===== src/rtl/regfile_wb_arbiter_if.sv =====
// Writeback bus bundle for regfile_wb_arbiter.
//   master : the pipeline side (drives the ALU/load/link requests, sees the results)
//   slave  : the arbiter itself
// Signals:
//   alu_valid/alu_ready/alu_addr/alu_data : ALU writeback handshake
//   mem_valid/mem_ready/mem_addr/mem_data : load writeback handshake
//   lnk_valid/lnk_data                    : JAL link value (no backpressure)
//   wen/waddr/wdata                       : register file write port
//   r15/r15enable                         : dedicated R15 write path
//   pend                                  : per-register pending-write mask
//   busy                                  : any write queued or issuing
interface regfile_wb_arbiter_if #(
  parameter int DSIZE = 16,
  parameter int RSIZE = 4,
  parameter int NREG  = 16
);
  logic             alu_valid;
  logic             alu_ready;
  logic [RSIZE-1:0] alu_addr;
  logic [DSIZE-1:0] alu_data;
  logic             mem_valid;
  logic             mem_ready;
  logic [RSIZE-1:0] mem_addr;
  logic [DSIZE-1:0] mem_data;
  logic             lnk_valid;
  logic [DSIZE-1:0] lnk_data;
  logic             wen;
  logic [RSIZE-1:0] waddr;
  logic [DSIZE-1:0] wdata;
  logic [DSIZE-1:0] r15;
  logic             r15enable;
  logic [NREG-1:0]  pend;
  logic             busy;

  modport master (
    output alu_valid, alu_addr, alu_data,
    output mem_valid, mem_addr, mem_data,
    output lnk_valid, lnk_data,
    input  alu_ready, mem_ready,
    input  wen, waddr, wdata, r15, r15enable, pend, busy
  );

  modport slave (
    input  alu_valid, alu_addr, alu_data,
    input  mem_valid, mem_addr, mem_data,
    input  lnk_valid, lnk_data,
    output alu_ready, mem_ready,
    output wen, waddr, wdata, r15, r15enable, pend, busy
  );
endinterface


===== src/rtl/regfile_wb_arbiter.sv =====
// Writeback arbiter for the register file's single write port.
// Each source (ALU, load) is buffered in a QDEPTH-entry FIFO; the two FIFO
// heads are arbitrated every cycle and the winner is registered onto
// wen/waddr/wdata. Same-register writes leave in acceptance order via a
// wrapping sequence tag; different registers are served round-robin.
// The JAL link value is registered onto r15/r15enable independently.
// Ports: clk, rst (asynchronous, active-low), bus (regfile_wb_arbiter_if.slave).
// Optional build macro: WB_SCOREBOARD_EN builds the pend mask; when it is
// undefined pend is tied to 0.
module regfile_wb_arbiter #(
  parameter int DSIZE  = 16,
  parameter int RSIZE  = 4,
  parameter int NREG   = 16,
  parameter int QDEPTH = 2
) (
  input logic                 clk,
  input logic                 rst,
  regfile_wb_arbiter_if.slave bus
);
  localparam int TAGW = $clog2(2 * QDEPTH) + 1;
  localparam int PW   = (QDEPTH > 1) ? $clog2(QDEPTH) : 1;
  localparam int CW   = $clog2(QDEPTH + 1);
  localparam int ALU  = 0;
  localparam int MEM  = 1;
  localparam logic [RSIZE-1:0] ZERO_REG = '0;
  localparam logic [RSIZE-1:0] LINK_REG = RSIZE'(15);
  localparam logic [CW-1:0]    FULL_CNT = CW'(QDEPTH);

  function automatic logic [PW-1:0] ptr_inc(input logic [PW-1:0] p);
    return (p == PW'(QDEPTH - 1)) ? '0 : p + 1'b1;
  endfunction

  // Modulo age compare: a is older than b when a-b is "negative".
  function automatic logic older(input logic [TAGW-1:0] a, input logic [TAGW-1:0] b);
    logic [TAGW-1:0] d;
    d = a - b;
    return d[TAGW-1];
  endfunction

  logic [RSIZE-1:0] q_addr [2][QDEPTH];
  logic [DSIZE-1:0] q_data [2][QDEPTH];
  logic [TAGW-1:0]  q_tag  [2][QDEPTH];
  logic [PW-1:0]    rptr   [2];
  logic [PW-1:0]    wptr   [2];
  logic [CW-1:0]    cnt    [2];
  logic [TAGW-1:0]  tag_cnt;
  logic             last_mem;

  logic             wen_q;
  logic [RSIZE-1:0] waddr_q;
  logic [DSIZE-1:0] wdata_q;
  logic [DSIZE-1:0] r15_q;
  logic             r15en_q;

  logic [1:0]       in_vld, rdy, enq, hv, gnt;
  logic [RSIZE-1:0] in_addr [2];
  logic [DSIZE-1:0] in_data [2];
  logic [TAGW-1:0]  in_tag  [2];
  logic [RSIZE-1:0] h_addr  [2];
  logic [DSIZE-1:0] h_data  [2];
  logic [TAGW-1:0]  h_tag   [2];

  assign in_vld        = {bus.mem_valid, bus.alu_valid};
  assign in_addr[ALU]  = bus.alu_addr;
  assign in_addr[MEM]  = bus.mem_addr;
  assign in_data[ALU]  = bus.alu_data;
  assign in_data[MEM]  = bus.mem_data;
  // The load is the older instruction when both enqueue together.
  assign in_tag[MEM]   = tag_cnt;
  assign in_tag[ALU]   = tag_cnt + TAGW'(enq[MEM]);

  always_comb begin
    rdy = '0;
    enq = '0;
    hv  = '0;
    for (int s = 0; s < 2; s++) begin
      rdy[s]    = (cnt[s] != FULL_CNT);
      // R0 and R15 writes complete the handshake but are discarded.
      enq[s]    = in_vld[s] && rdy[s] && (in_addr[s] != ZERO_REG) && (in_addr[s] != LINK_REG);
      hv[s]     = (cnt[s] != '0);
      h_addr[s] = q_addr[s][rptr[s]];
      h_data[s] = q_data[s][rptr[s]];
      h_tag[s]  = q_tag[s][rptr[s]];
    end
  end

  always_comb begin
    gnt = hv;
    if (hv == 2'b11) begin
      if (h_addr[ALU] == h_addr[MEM]) gnt = older(h_tag[MEM], h_tag[ALU]) ? 2'b10 : 2'b01;
      else                            gnt = last_mem ? 2'b01 : 2'b10;
    end
  end

  assign bus.alu_ready = rdy[ALU];
  assign bus.mem_ready = rdy[MEM];

  // ---- stage boundary: FIFO storage (data only, not reset) ----
  always_ff @(posedge clk) begin
    for (int s = 0; s < 2; s++) begin
      if (enq[s]) begin
        q_addr[s][wptr[s]] <= in_addr[s];
        q_data[s][wptr[s]] <= in_data[s];
        q_tag[s][wptr[s]]  <= in_tag[s];
      end
    end
  end

  // ---- stage boundary: FIFO control, issue register, link register ----
  always_ff @(posedge clk or negedge rst) begin
    if (!rst) begin
      for (int s = 0; s < 2; s++) begin
        rptr[s] <= '0;
        wptr[s] <= '0;
        cnt[s]  <= '0;
      end
      tag_cnt  <= '0;
      last_mem <= 1'b1;
      wen_q    <= 1'b0;
      waddr_q  <= '0;
      wdata_q  <= '0;
      r15_q    <= '0;
      r15en_q  <= 1'b0;
    end else begin
      for (int s = 0; s < 2; s++) begin
        if (enq[s]) wptr[s] <= ptr_inc(wptr[s]);
        if (gnt[s]) rptr[s] <= ptr_inc(rptr[s]);
        cnt[s] <= cnt[s] + CW'(enq[s]) - CW'(gnt[s]);
      end
      tag_cnt <= tag_cnt + TAGW'(enq[ALU]) + TAGW'(enq[MEM]);
      wen_q   <= |gnt;
      if (|gnt) begin
        last_mem <= gnt[MEM];
        waddr_q  <= gnt[MEM] ? h_addr[MEM] : h_addr[ALU];
        wdata_q  <= gnt[MEM] ? h_data[MEM] : h_data[ALU];
      end
      r15en_q <= bus.lnk_valid;
      if (bus.lnk_valid) r15_q <= bus.lnk_data;
    end
  end

  assign bus.wen       = wen_q;
  assign bus.waddr     = waddr_q;
  assign bus.wdata     = wdata_q;
  assign bus.r15       = r15_q;
  assign bus.r15enable = r15en_q;
  assign bus.busy      = hv[ALU] | hv[MEM] | wen_q;

`ifdef WB_SCOREBOARD_EN
  logic [QDEPTH-1:0] q_vld [2];
  logic [NREG-1:0]   pend_c;

  always_ff @(posedge clk or negedge rst) begin
    if (!rst) begin
      q_vld[ALU] <= '0;
      q_vld[MEM] <= '0;
    end else begin
      for (int s = 0; s < 2; s++) begin
        if (gnt[s]) q_vld[s][rptr[s]] <= 1'b0;
        if (enq[s]) q_vld[s][wptr[s]] <= 1'b1;
      end
    end
  end

  always_comb begin
    pend_c = '0;
    for (int s = 0; s < 2; s++) begin
      for (int j = 0; j < QDEPTH; j++) begin
        if (q_vld[s][j]) pend_c[q_addr[s][j]] = 1'b1;
      end
    end
    if (wen_q) pend_c[waddr_q] = 1'b1;
  end

  assign bus.pend = pend_c;
`else
  assign bus.pend = '0;
`endif
endmodule


===== src/flat_wrapper.sv =====
// flat-port wrapper written by rule: the top's interface ports become plain ports
module regfile_wb_arbiter_flat 
#(
  parameter int DSIZE  = 16,
  parameter int RSIZE  = 4,
  parameter int NREG   = 16,
  parameter int QDEPTH = 2
)
  (clk, rst, bus_alu_valid, bus_alu_addr, bus_alu_data, bus_mem_valid, bus_mem_addr, bus_mem_data, bus_lnk_valid, bus_lnk_data, bus_alu_ready, bus_mem_ready, bus_wen, bus_waddr, bus_wdata, bus_r15, bus_r15enable, bus_pend, bus_busy);
  regfile_wb_arbiter_if #(.DSIZE(DSIZE), .RSIZE(RSIZE), .NREG(NREG)) bus_i ();
  input logic clk;
  input logic rst;
  input wire logic [$bits(bus_i.alu_valid)-1:0] bus_alu_valid;
  input wire logic [$bits(bus_i.alu_addr)-1:0] bus_alu_addr;
  input wire logic [$bits(bus_i.alu_data)-1:0] bus_alu_data;
  input wire logic [$bits(bus_i.mem_valid)-1:0] bus_mem_valid;
  input wire logic [$bits(bus_i.mem_addr)-1:0] bus_mem_addr;
  input wire logic [$bits(bus_i.mem_data)-1:0] bus_mem_data;
  input wire logic [$bits(bus_i.lnk_valid)-1:0] bus_lnk_valid;
  input wire logic [$bits(bus_i.lnk_data)-1:0] bus_lnk_data;
  output wire logic [$bits(bus_i.alu_ready)-1:0] bus_alu_ready;
  output wire logic [$bits(bus_i.mem_ready)-1:0] bus_mem_ready;
  output wire logic [$bits(bus_i.wen)-1:0] bus_wen;
  output wire logic [$bits(bus_i.waddr)-1:0] bus_waddr;
  output wire logic [$bits(bus_i.wdata)-1:0] bus_wdata;
  output wire logic [$bits(bus_i.r15)-1:0] bus_r15;
  output wire logic [$bits(bus_i.r15enable)-1:0] bus_r15enable;
  output wire logic [$bits(bus_i.pend)-1:0] bus_pend;
  output wire logic [$bits(bus_i.busy)-1:0] bus_busy;
  assign bus_i.alu_valid = bus_alu_valid;
  assign bus_i.alu_addr = bus_alu_addr;
  assign bus_i.alu_data = bus_alu_data;
  assign bus_i.mem_valid = bus_mem_valid;
  assign bus_i.mem_addr = bus_mem_addr;
  assign bus_i.mem_data = bus_mem_data;
  assign bus_i.lnk_valid = bus_lnk_valid;
  assign bus_i.lnk_data = bus_lnk_data;
  assign bus_alu_ready = bus_i.alu_ready;
  assign bus_mem_ready = bus_i.mem_ready;
  assign bus_wen = bus_i.wen;
  assign bus_waddr = bus_i.waddr;
  assign bus_wdata = bus_i.wdata;
  assign bus_r15 = bus_i.r15;
  assign bus_r15enable = bus_i.r15enable;
  assign bus_pend = bus_i.pend;
  assign bus_busy = bus_i.busy;
  regfile_wb_arbiter #(.DSIZE(DSIZE), .RSIZE(RSIZE), .NREG(NREG), .QDEPTH(QDEPTH)) u_core (.clk(clk), .rst(rst), .bus(bus_i));
endmodule

===== config.mk =====
export PLATFORM = sky130hd
export DESIGN_NAME = regfile_wb_arbiter_flat
export DESIGN_NICKNAME = d
export VERILOG_FILES = /design/src/rtl/regfile_wb_arbiter_if.sv /design/src/rtl/regfile_wb_arbiter.sv /design/src/flat_wrapper.sv
export SDC_FILE = /design/constraint.sdc
export NUM_CORES = 1
export LEC_CHECK = 0
export ABC_AREA = 1
export CAP_MARGIN = 20
export CORE_ASPECT_RATIO = 0.7
export CORE_UTILIZATION = 30
export DETAILED_ROUTE_END_ITERATION = 8
export GPL_TIMING_DRIVEN = 0
export REMOVE_ABC_BUFFERS = 1
export SYNTH_ARGS = -nofsm -noshare
export SYNTH_HDL_FRONTEND = slang
export SYNTH_SLANG_ARGS = --single-unit

===== constraint.sdc =====
create_clock -name clk -period 2.4 [get_ports clk]
set_input_delay 0.48 -clock clk [delete_from_list [all_inputs] [get_ports clk]]
set_output_delay 0.48 -clock clk [all_outputs]
set_load 0.005 [all_outputs]

==> key figures <==
Status
  • Status: finished clean

Worst setup path
  • Worst Reg-to-Reg Cells: 14
  • CP Capture Type: flip-flop
  • Reg2reg end: u_core.cnt[3]$_DFF_PN0_
  • CP Launch Type: flip-flop
  • Worst Setup EP: u_core.cnt[3]$_DFF_PN0_
  • RR Startpoint: u_core.rptr[0]$_DFFE_PN0P_
  • Critical path class: flip-flop to flip-flop
  • R2r setup slk: 60 ps
  • Crit path from: u_core.rptr[0]$_DFFE_PN0P_
  • CP Data Arrival Time: 2640 ps
  • WP data required: 2700 ps
  • Worst-path fanout max: 7

Synth
  • Compound-Gate Fraction of Synth Area: 3.172%
  • Count leader, synth: nand2_1
  • FF+latch count, synth: 142
  • Synthesized area: 6115 um^2
  • Synth Area in Adders: 1.760%
  • Cell variety after synth: 31
  • Post-synth EDFFs: 92
  • Post-synthesis mux area share: 6.221%
  • Post-Syn Area per Cell: 11.56 um^2
  • Synth area leaders: edfxtp_1 (45%), dfrtp_1 (20%), nand2_1 (9.8%)
  • Top_reg_cell synth: edfxtp_1
  • Largest area contributor in the netlist: edfxtp_1
  • Main combinational cell family by area after synthesis: simple AND/OR/NAND/NOR gates
  • Gate Count Post-Synth: 529
  • FFs w/ async S/R, synth: 35.21%
  • Post-synthesis simple-gate area fraction: 16.27%
  • XOR/XNOR Fraction of Synth Area: 0.7162%
  • Synth warnings: 0
  • Post-synth top area share: 45.18%
  • List of most frequent post-synthesis cells: nand2_1 (160), edfxtp_1 (92), dfrtp_1 (49), nand3_1 (36), inv_1 (27)
  • Register area share after synthesis: 65.66%

Flow run
  • MaxCap Viol Count: 0

Detailed routing
  • DR iter-0 viols: 333
  • Post-route ant nets: 0
  • First-pass DRT Iterations: 4
  • Via Count: 4,461
  • # DRC: 0
  • Drt wl/cell: 16.41 um
  • Vias per cell: 4.756
  • Total Wirelength: 15,400 um

Timing
  • Setup-failing EPs final: 0
  • Max Clk Rate: 426.6 MHz
  • Hold Vio Cnt, Final: 0
  • Final Skew: 6.683 ps
  • Max_slew headroom: 33.09%
  • Final Slew Violations: 0
  • Period utilisation layout: 97.67%
  • Post-Route Setup TNS: 0 ps
  • Unrepaired setup endpoints after global routing: true
  • Final hold slack: 96.79 ps
  • Fin crit period: 2344 ps
  • Least-Margin Pin Slew: 1003 ps

CTS
  • H-tree depth reported by CTS: 4
  • Hold buffer count at CTS: 0
  • Worst-Skew Late Latency: 420 ps
  • Clock sinks: 142
  • Root Buffer: clkbuf_16
  • CTS buffer count: 17
  • Longest Clk Path Bufs: 2
  • Worst-path clk slew: 60 ps
  • CTS tree: yes

Finish
  • Synth-to-Final Area Change: 36.12%
  • Design area: 8323 um^2
  • Multi-input logic area: 1904 um^2
  • ANT cells: 0
  • # nets final: 724
  • Layout cells sized above 1: 16.92%
  • Sequential Area: 4023 um^2
  • FILL cells: 1,879
  • Non-filler instance count after layout: 938

Place
  • # placed instances: 882
  • Placement Cell Area: 7405 um^2
  • # port buffers: 101
  • DP HPWL: 9746 um
  • Routability cong.: 0.8474

Global routing
  • Pin count of the biggest net entering global routing: 29
  • Global-route wire length before repair: 23,650 um
  • GR Overflow Total: 0
  • Initial antenna violation count: 0
  • Number of global-route vias before repair: 4,338
  • Total GRT Usage: 15.29%

Floorplanning
  • Io pins: 118
  • Die ar.: 20,970 um^2
  • Effective utilization at floorplan: 30.72%
  • Die Wd: 172.6 um
  • # rows: 43
  • Die height: 121.4 um
  • Core area: 19,910 um^2

Pwr
  • Tot Pwr: 10,970 uW
  • LEAKAGE: 0.003428 uW
  • Max IR drop VDD: 0.0006475 V
  • Power per standard cell area: 1319 nW/um^2

Hold path
  • Worst min path class: input port to async pin
[state kept, by name (all words and copies together) (netlist names)]
| register | cells |
|---|---|
| u_core.bus.r15 | 16 |
| u_core.bus.r15enable | 1 |
| u_core.bus.waddr | 4 |
| u_core.bus.wdata | 16 |
| u_core.bus.wen | 1 |
| u_core.cnt | 4 |
| u_core.last_mem | 1 |
| u_core.q_addr | 16 |
| u_core.q_data | 64 |
| u_core.q_tag | 12 |
| u_core.rptr | 2 |
| u_core.tag_cnt | 3 |
| u_core.wptr | 2 |
[power by group]
group	leakage, uW	internal (uW)	total [uW]	switching [uW]
clock network	0.000298	1650	2640	992
logic	0.00170	1920	4520	2610
registers	0.00143	3410	3810	397
[layout make-up]
type	instances	area share (%)
Sequential cell	142	48.33
Inverter	32	1.624
Tap cell	270	4.059
Clock buffer	23	5.878
Multi-Input combinational cell	333	22.88
Clock inverter	9	1.278
Timing Repair inverter	1	0.1052
Timing Repair Buffer	128	15.84
[worst max-delay path, cell delays in order, from the launching register on]
cell     delay [ps]
dfrtp_4         530
buf_4           170
nand2_1          50
o21ai_1         170
nand2_1         100
nand2_1         100
nand2_2          60
nor2_4          120
nand2_4          80
nand3_4         110
o21ai_2          80
ha_1            300
inv_1            40
ha_1            190
xnor2_1         120
[cell usage in the layout, fill, tap and decap left out, types with 18 or more instances in the layout]
| cell type | instances |
|---|---|
| clkbuf_16 | 18 |
| clkdlybuf4s50_1 | 99 |
| nand2_1 | 151 |
| o211ai_1 | 18 |
| mux2i_1 | 20 |
| dfrtp_1 | 45 |
| nand3_1 | 35 |
| edfxtp_1 | 92 |
| inv_1 | 27 |
[repair_timing]
action | CTS | global route
gates resized for setup | 21 | 15
gates cloned | 5 | 0
setup buffers | 15 | 4
endpoints found under the setup margin | 45 | 39
pin swaps | 4 | 3
[routing by layer]
metal / track usage, % / routed length (um)
met3: 4.386 / 1160
met2: 22.93 / 7041
met1: 20.73 / 6931
met4: 6.250 / 264
met5: 0 / 0
[cell families (layout without fill, tap and decap cells)]
family	count (synthesis)	in the layout
other	1	16
and+or+nand+nor	236	239
DFF	142	142
AOI/OAI and AO/OA	29	29
muxes	36	36
xor gates and xnor gates	5	5
adders and majority gates	8	8
buffers and inverters	72	193
[per-stage QoR]
step,setup slack (ps),util [%]
detailed placement,-1344,37.20
global route,-29.10,41.81
finish,55.86,41.81
floorplan,-842.0,-
CTS,-7.309,41.38
global placement,-2024,36.51
[worst min path at each step]
stage	startpoint	endpoint	slack (ps)	cells past startpoint
floorplan	rst	u_core.bus.r15[0]$_DFFE_PN0P_	180	0
global placement	u_core.bus.r15[15]$_DFFE_PN0P_	u_core.bus.r15[15]$_DFFE_PN0P_	490	1
detailed placement	u_core.bus.wdata[13]$_DFFE_PN0P_	u_core.bus.wdata[13]$_DFFE_PN0P_	500	2
CTS	rst	u_core.bus.wen$_DFF_PN0_	110	1
global route	rst	u_core.bus.wdata[9]$_DFFE_PN0P_	150	1
finish	rst	u_core.bus.wen$_DFF_PN0_	100	1
Power figures use the tool's default switching activity.
